--- src/rtl/key_debouncer_pkg.sv ---
// Shared types and constants for the push-button debouncer.
// Holds the per-channel FSM state encoding and the counter sizing helper.
package key_debouncer_pkg;

    typedef enum logic {
        STABLE  = 1'b0,
        PENDING = 1'b1
    } deb_state_e;

    // 20 ms worth of samples at the 50 MHz fabric clock.
    localparam int DEFAULT_DEBOUNCE_CYCLES = 1_000_000;

    function automatic int cnt_width(input int cycles);
        return $clog2(cycles + 1);
    endfunction

endpackage

--- src/rtl/debounce_channel.sv ---
// One button channel: 2-FF synchroniser, polarity normalisation and a
// STABLE/PENDING debounce FSM with registered level and edge strobes.
module debounce_channel
    import key_debouncer_pkg::*;
#(
    parameter int DEBOUNCE_CYCLES = DEFAULT_DEBOUNCE_CYCLES,
    parameter bit ACTIVE_LOW      = 1'b1
) (
    input  logic clk,
    input  logic reset,
    input  logic key_in,
    output logic key_state,
    output logic key_press,
    output logic key_release
);

    localparam int                CNT_W      = cnt_width(DEBOUNCE_CYCLES);
    localparam logic [CNT_W-1:0]  CNT_LAST   = CNT_W'(DEBOUNCE_CYCLES - 1);
    localparam logic              IDLE_LEVEL = ACTIVE_LOW ? 1'b1 : 1'b0;

    logic [1:0]       sync_q, sync_d;
    deb_state_e       state_q, state_d;
    logic [CNT_W-1:0] cnt_q, cnt_d;
    logic             key_state_q, key_state_d;
    logic             key_press_q, key_press_d;
    logic             key_release_q, key_release_d;
    logic             sample;

    assign sample = ACTIVE_LOW ? ~sync_q[1] : sync_q[1];

    always_comb begin
        sync_d        = {sync_q[0], key_in};
        state_d       = state_q;
        cnt_d         = cnt_q;
        key_state_d   = key_state_q;
        key_press_d   = 1'b0;
        key_release_d = 1'b0;
        case (state_q)
            STABLE: begin
                if (sample != key_state_q) begin
                    state_d = PENDING;
                    cnt_d   = CNT_W'(1);
                end else begin
                    cnt_d = '0;
                end
            end
            PENDING: begin
                // A sample matching the current level is a bounce: drop the candidate.
                if (sample == key_state_q) begin
                    state_d = STABLE;
                    cnt_d   = '0;
                end else if (cnt_q == CNT_LAST) begin
                    state_d       = STABLE;
                    cnt_d         = '0;
                    key_state_d   = sample;
                    key_press_d   = sample;
                    key_release_d = ~sample;
                end else begin
                    cnt_d = cnt_q + CNT_W'(1);
                end
            end
            default: begin
                state_d = STABLE;
                cnt_d   = '0;
            end
        endcase
    end

    always_ff @(posedge clk or posedge reset) begin
        if (reset) begin
            sync_q        <= {2{IDLE_LEVEL}};
            state_q       <= STABLE;
            cnt_q         <= '0;
            key_state_q   <= 1'b0;
            key_press_q   <= 1'b0;
            key_release_q <= 1'b0;
        end else begin
            sync_q        <= sync_d;
            state_q       <= state_d;
            cnt_q         <= cnt_d;
            key_state_q   <= key_state_d;
            key_press_q   <= key_press_d;
            key_release_q <= key_release_d;
        end
    end

    assign key_state   = key_state_q;
    assign key_press   = key_press_q;
    assign key_release = key_release_q;

endmodule

--- src/rtl/key_debouncer.sv ---
// Debounces the raw KEY pins into clean active-high levels plus one-cycle
// press/release strobes; each channel is an independent debounce_channel.
module key_debouncer
    import key_debouncer_pkg::*;
#(
    parameter int WIDTH           = 2,
    parameter int DEBOUNCE_CYCLES = DEFAULT_DEBOUNCE_CYCLES,
    parameter bit ACTIVE_LOW      = 1'b1
) (
    input  logic             clk,
    input  logic             reset,
    input  logic [WIDTH-1:0] key_in,
    output logic [WIDTH-1:0] key_state,
    output logic [WIDTH-1:0] key_press,
    output logic [WIDTH-1:0] key_release
);

    for (genvar i = 0; i < WIDTH; i++) begin : g_chan
        debounce_channel #(
            .DEBOUNCE_CYCLES(DEBOUNCE_CYCLES),
            .ACTIVE_LOW     (ACTIVE_LOW)
        ) u_chan (
            .clk        (clk),
            .reset      (reset),
            .key_in     (key_in[i]),
            .key_state  (key_state[i]),
            .key_press  (key_press[i]),
            .key_release(key_release[i])
        );
    end

endmodule
--- config.mk ---
export PLATFORM = sky130hd
export DESIGN_NAME = key_debouncer
export DESIGN_NICKNAME = d
export VERILOG_FILES = /design/src/rtl/key_debouncer_pkg.sv /design/src/rtl/debounce_channel.sv /design/src/rtl/key_debouncer.sv
export SDC_FILE = /design/constraint.sdc
export NUM_CORES = 1
export LEC_CHECK = 0
export BUFFER_PORTS_ARGS = -buffer_cell sky130_fd_sc_hd__buf_2
export CAP_MARGIN = 20
export CORE_ASPECT_RATIO = 1.4
export CORE_MARGIN = 2
export CORE_UTILIZATION = 26
export CTS_CLUSTER_SIZE = 25
export DETAILED_ROUTE_END_ITERATION = 7
export MAX_ROUTING_LAYER = met4
export PLACE_DENSITY = 0.43
export SYNTH_ARGS = -nofsm -noshare
export SYNTH_HDL_FRONTEND = slang
export SYNTH_SLANG_ARGS = --single-unit
--- constraint.sdc ---
create_clock -name clk -period 2.7 [get_ports clk]
set_clock_uncertainty 0.15 [all_clocks]
set_input_delay 0.54 -clock clk [delete_from_list [all_inputs] [get_ports clk]]
set_output_delay 0.54 -clock clk [all_outputs]
set_load 0.03 [all_outputs]
Word-level counts from Yosys, hierarchy flattened:

Cells that the tools add are included.

* $add $sub $neg: 2
* equal/unequal tests: 6
* mux-type cells: 28
* bitwise logic cells: 6
* reductions and logical operators: 2

Operator list (number)
* 20-bit two-way mux: 4
* 20-bit case mux with 2 select lines: 2
* 20-bit by 1-bit adder with 20-bit output (second input constant): 2
* 20-bit == test (second input constant): 2
* 1-bit two-way mux: 20
* 1-bit inverter: 6
* 3-bit AND reduction: 2
* 1-bit case mux with 2 select lines: 2
* 1-bit == test: 2
* 1-bit inequality test: 2

* register bits after elaboration: 52
* bits of input ports: 4

Logic depth before layout (Yosys ltp):

* word-level depth: 4
* mapped depth: 7
* depth with buffers taken out: 5

Modules after synthesis:

From an unflattened synthesis, not the netlist that was laid out.

* cell total of the unflattened synthesis: 240
* area total of the unflattened synthesis: 2434.8 sq um

By module, submodules not included
* debounce_channel: times used 2, cells an instance 120, area each 1217.4 sq um, sequential area each 653.1 sq um

Worst setup path after synthesis:

OpenSTA, ideal clock, no wires.

* path type: reg-to-reg
* start: register g_chan[0].u_chan.cnt_q[12]
* end: register g_chan[0].u_chan.state_q
* data arrival time: 1837 ps
* required time: 2427 ps
* setup slack: 590 ps
* stages on the path, launching flop included: 6
* path buffers: 1
* cells stage by stage: dfrtp_1 -> or4b_1 -> or4_4 -> o21bai_2 -> buf_4 -> o21ai_1

* longest elaborated chain between the ends: 4

RTL lines
* start, declared: RTL line debounce_channel.sv:23 `logic [CNT_W-1:0] cnt_q, cnt_d;`
* start signal, assigned: RTL line debounce_channel.sv:80 `cnt_q <= cnt_d;`
* 20-bit == test: RTL line debounce_channel.sv:52 `end else if (cnt_q == CNT_LAST) begin`
* 1-bit two-way mux: RTL line debounce_channel.sv:52
* 1-bit two-way mux: RTL line debounce_channel.sv:49 `if (sample == key_state_q) begin`
* 1-bit case mux with 2 select lines: RTL line debounce_channel.sv:38 `case (state_q)`
* net g_chan[0].u_chan.state_d: RTL line debounce_channel.sv:22 `deb_state_e state_q, state_d;`
* end signal, assigned: RTL line debounce_channel.sv:79 `state_q <= state_d;`
* end, declared: RTL line debounce_channel.sv:22

The timed path passes the listed nets, and every way through them passes these cells.
A chain may end at the register's enable or synchronous reset.

Worst setup path in the final report:

* start: register g_chan[0].u_chan.cnt_q[12]
* end: register g_chan[0].u_chan.cnt_q[11]

* longest elaborated chain between the ends: 4

RTL lines (RTL line)
* 20-bit == test: debounce_channel.sv:52
* 20-bit two-way mux: debounce_channel.sv:52
* 20-bit two-way mux: debounce_channel.sv:49
* 20-bit case mux with 2 select lines: debounce_channel.sv:38
* net g_chan[0].u_chan.cnt_d[11]: debounce_channel.sv:23

The timed path passes the listed nets, and every way through them passes these cells.

==> flow_summary.ini <==
[timing]
finalHoldViolations = 0
tightest_slew_ps = 530
fin_crit_ps = 2320
hold_ws_ps = 138
final.setup.worst_slack_ps = 383
tns_ps = 0
finalMaxSlewViolations = 0
max_freq_mhz = 432
fin_crit_sh_pct = 85.8
rsz0062_at_grt = false
slew_headroom_pct = 64.6
setup_viol = 0

[global_routing]
grt_pass1_vias = 1718
grt_max_degree = 26
grt_antenna_before_repair = 0
grt_pass1_wl_mm = 8.12
gr-total-overflow = 0
grt_use_total_pct = 10.1

[pwr]
power.total_mw = 1.60
powerDensity_nw_per_um2 = 575
power.leakage_nw = 1.10
ir_drop_mv = 0.257

[clock_tree]
cts_tree = yes
clkSinkCount = 52
post_cts_buffers = 0
ctsResizeCount = 0
h-tree-depth = 2
postCtsHoldBufs = 0
cts.reportedPaths.clkPinSlew_ps = 70
cts.path.max_buffers = 2
numCtsBuffers = 5
clk_latency_ps = 290
root_buffer = clkbuf_16

[yosys]
yosysWarnings = 0
seq_area_frac_synth_pct = 52.7
synth_largest_area_cell = dfrtp_1
synth_edf_count = 0
yosys-top-cells-area = dfrtp_1 48%, xor2_1 6.4%, dfstp_2 4.2%
async_reset_ff_share_pct = 100
synth_fp_nets = 249
ys_types = 37
synth-main-ff-cell = dfrtp_1
postSynthCellCount = 243
synth_top_area_share_pct = 48.5
synth_seq_cells = 52
synth_area_um2 = 2480
syn_area_per_cell_um2 = 10.2

[placed_design]
dpl_cell_area_um2 = 2610
dp_cells = 352
post-dp-hpwl_mm = 3.31
portBuffers = 9
dp_slack_ps = 394
gp_congestion = 0.783

[job]
drv_cap = 0

[critical_path]
start_kind = flip-flop
cp_cell_sequence = or4b_1, or4_4, o21bai_2, buf_4, nor2_1
rrSetupSlack_ps = 380
rr_endpoint = g_chan[0].u_chan.cnt_q[11]
worst-path-stages = 5
slowest_delay_ps = 580
worstSetupEndpointType = flip-flop
critPathMaxFanout = 19
rr_startpoint = g_chan[0].u_chan.cnt_q[12]
slowest_stage = or4_4
required_ps = 2720
worst-setup-path-type = reg2reg
reg2reg_depth = 5
critPathArrivalTime_ps = 2340
crit_buf_inv = 1
critPathTopFamily = simple AND/OR/NAND/NOR gates

[route]
antenna_left = 0
dr.pass1.iters = 4
wl_per_cell_um = 13.1
initialDrtViolationCount = 42
vias = 1707
viasPerCell = 4.74
routed_wl_mm = 4.70
drc = 0

[cells_and_area]
fill_cells = 984
diodes = 0
final_cells = 360
nets = 255
final_util_pct = 29.7
layout_common_cells = 48 x dfrtp_1, 28 x nor2_1, 18 x xor2_1
final_common_cell = dfrtp_1
postLayoutCellArea_um2 = 2780
drive_gt1_share_pct = 15.6
area_growth_pct = 12.1

[run_status]
status = finished, final reports clean

[floorplan]
die_w_um = 86.5
ioPinCount = 10
die-height_um = 120
initial_core_util_pct = 26.5
die_area_um2 = 10300
rows = 42
core_area_um2 = 9350

[min_path]
min_path_type = in2async
==> worst max path at each step <==
stage / start / to
2_1_floorplan: g_chan[0].u_chan.cnt_q[12] / g_chan[0].u_chan.state_q
5_1_grt: g_chan[1].u_chan.cnt_q[0] / g_chan[1].u_chan.cnt_q[16]
6_report: g_chan[0].u_chan.cnt_q[12] / g_chan[0].u_chan.cnt_q[11]
3_3_place_gp: g_chan[0].u_chan.cnt_q[12] / g_chan[0].u_chan.cnt_q[17]
3_5_place_dp: g_chan[0].u_chan.cnt_q[12] / g_chan[0].u_chan.cnt_q[13]
4_1_cts: g_chan[0].u_chan.cnt_q[12] / g_chan[0].u_chan.cnt_q[18]
==> flip-flops by register name, summed over array words and instances, names as in the netlist <==
register,cells
g_chan.u_chan.cnt_q,40
g_chan.u_chan.sync_q,4
g_chan.u_chan.key_press,2
g_chan.u_chan.key_release,2
g_chan.u_chan.key_state,2
g_chan.u_chan.state_q,2
==> worst register-to-register path, cell delays in order (launching register included) <==
cell and delay (ps):
dfrtp_1 420, or4b_1 540, or4_4 580, o21bai_2 170
buf_4 270, nor2_1 90
==> kinds of logic (layout without fill, tap and decap cells) <==
group,count (synthesis),after routing,share of synthesized area [%]
compound gates,32,32,7.67
simple gates,107,107,24.5
flops,52,52,52.7
xor+xnor,26,26,9.19
fa+ha+maj,2,2,1.01
buf+inv,24,31,4.90
==> power by group <==
part / internal [mW] / switching [mW] / leakage, nW / total, mW
logic: 0.0243 / 0.0492 / 0.312 / 0.0735
registers: 0.797 / 0.0143 / 0.705 / 0.811
clock network: 0.436 / 0.279 / 0.0798 / 0.714
==> layout make-up <==
class,count,area [µm²],share of cell area [%]
clock buffer,5,125,4.50
multi-input combinational,167,1050,37.8
clock inverter,3,42.5,1.53
sequential,52,1310,47.0
inverter,9,33.8,1.22
timing repair buffer,14,82.6,2.97
tap,110,138,4.95
==> Yosys cell counts, drive strengths merged (3+ instances only) <==
cell,n
nand3,11
nor3,3
and4,6
buf,9
dfrtp,48
nand2,16
or4,7
xnor2,8
o21ai,10
a21oi,12
xor2,18
dfstp,4
clkbuf,6
nand4,9
o21bai,3
inv,9
or3,8
nor2,28
or2,3
nor4,6
o31ai,5
or4b,3
==> metal layers <==
layer	global-route usage, %	part of all wire, %	vias up
met4	4.00	2.0	0
met3	2.41	2.3	7
li1	-	-	856
met2	16.6	51	19
met1	11.8	44	825
met5	-	0	-
Note: power is estimated with default switching activity, not from simulation.
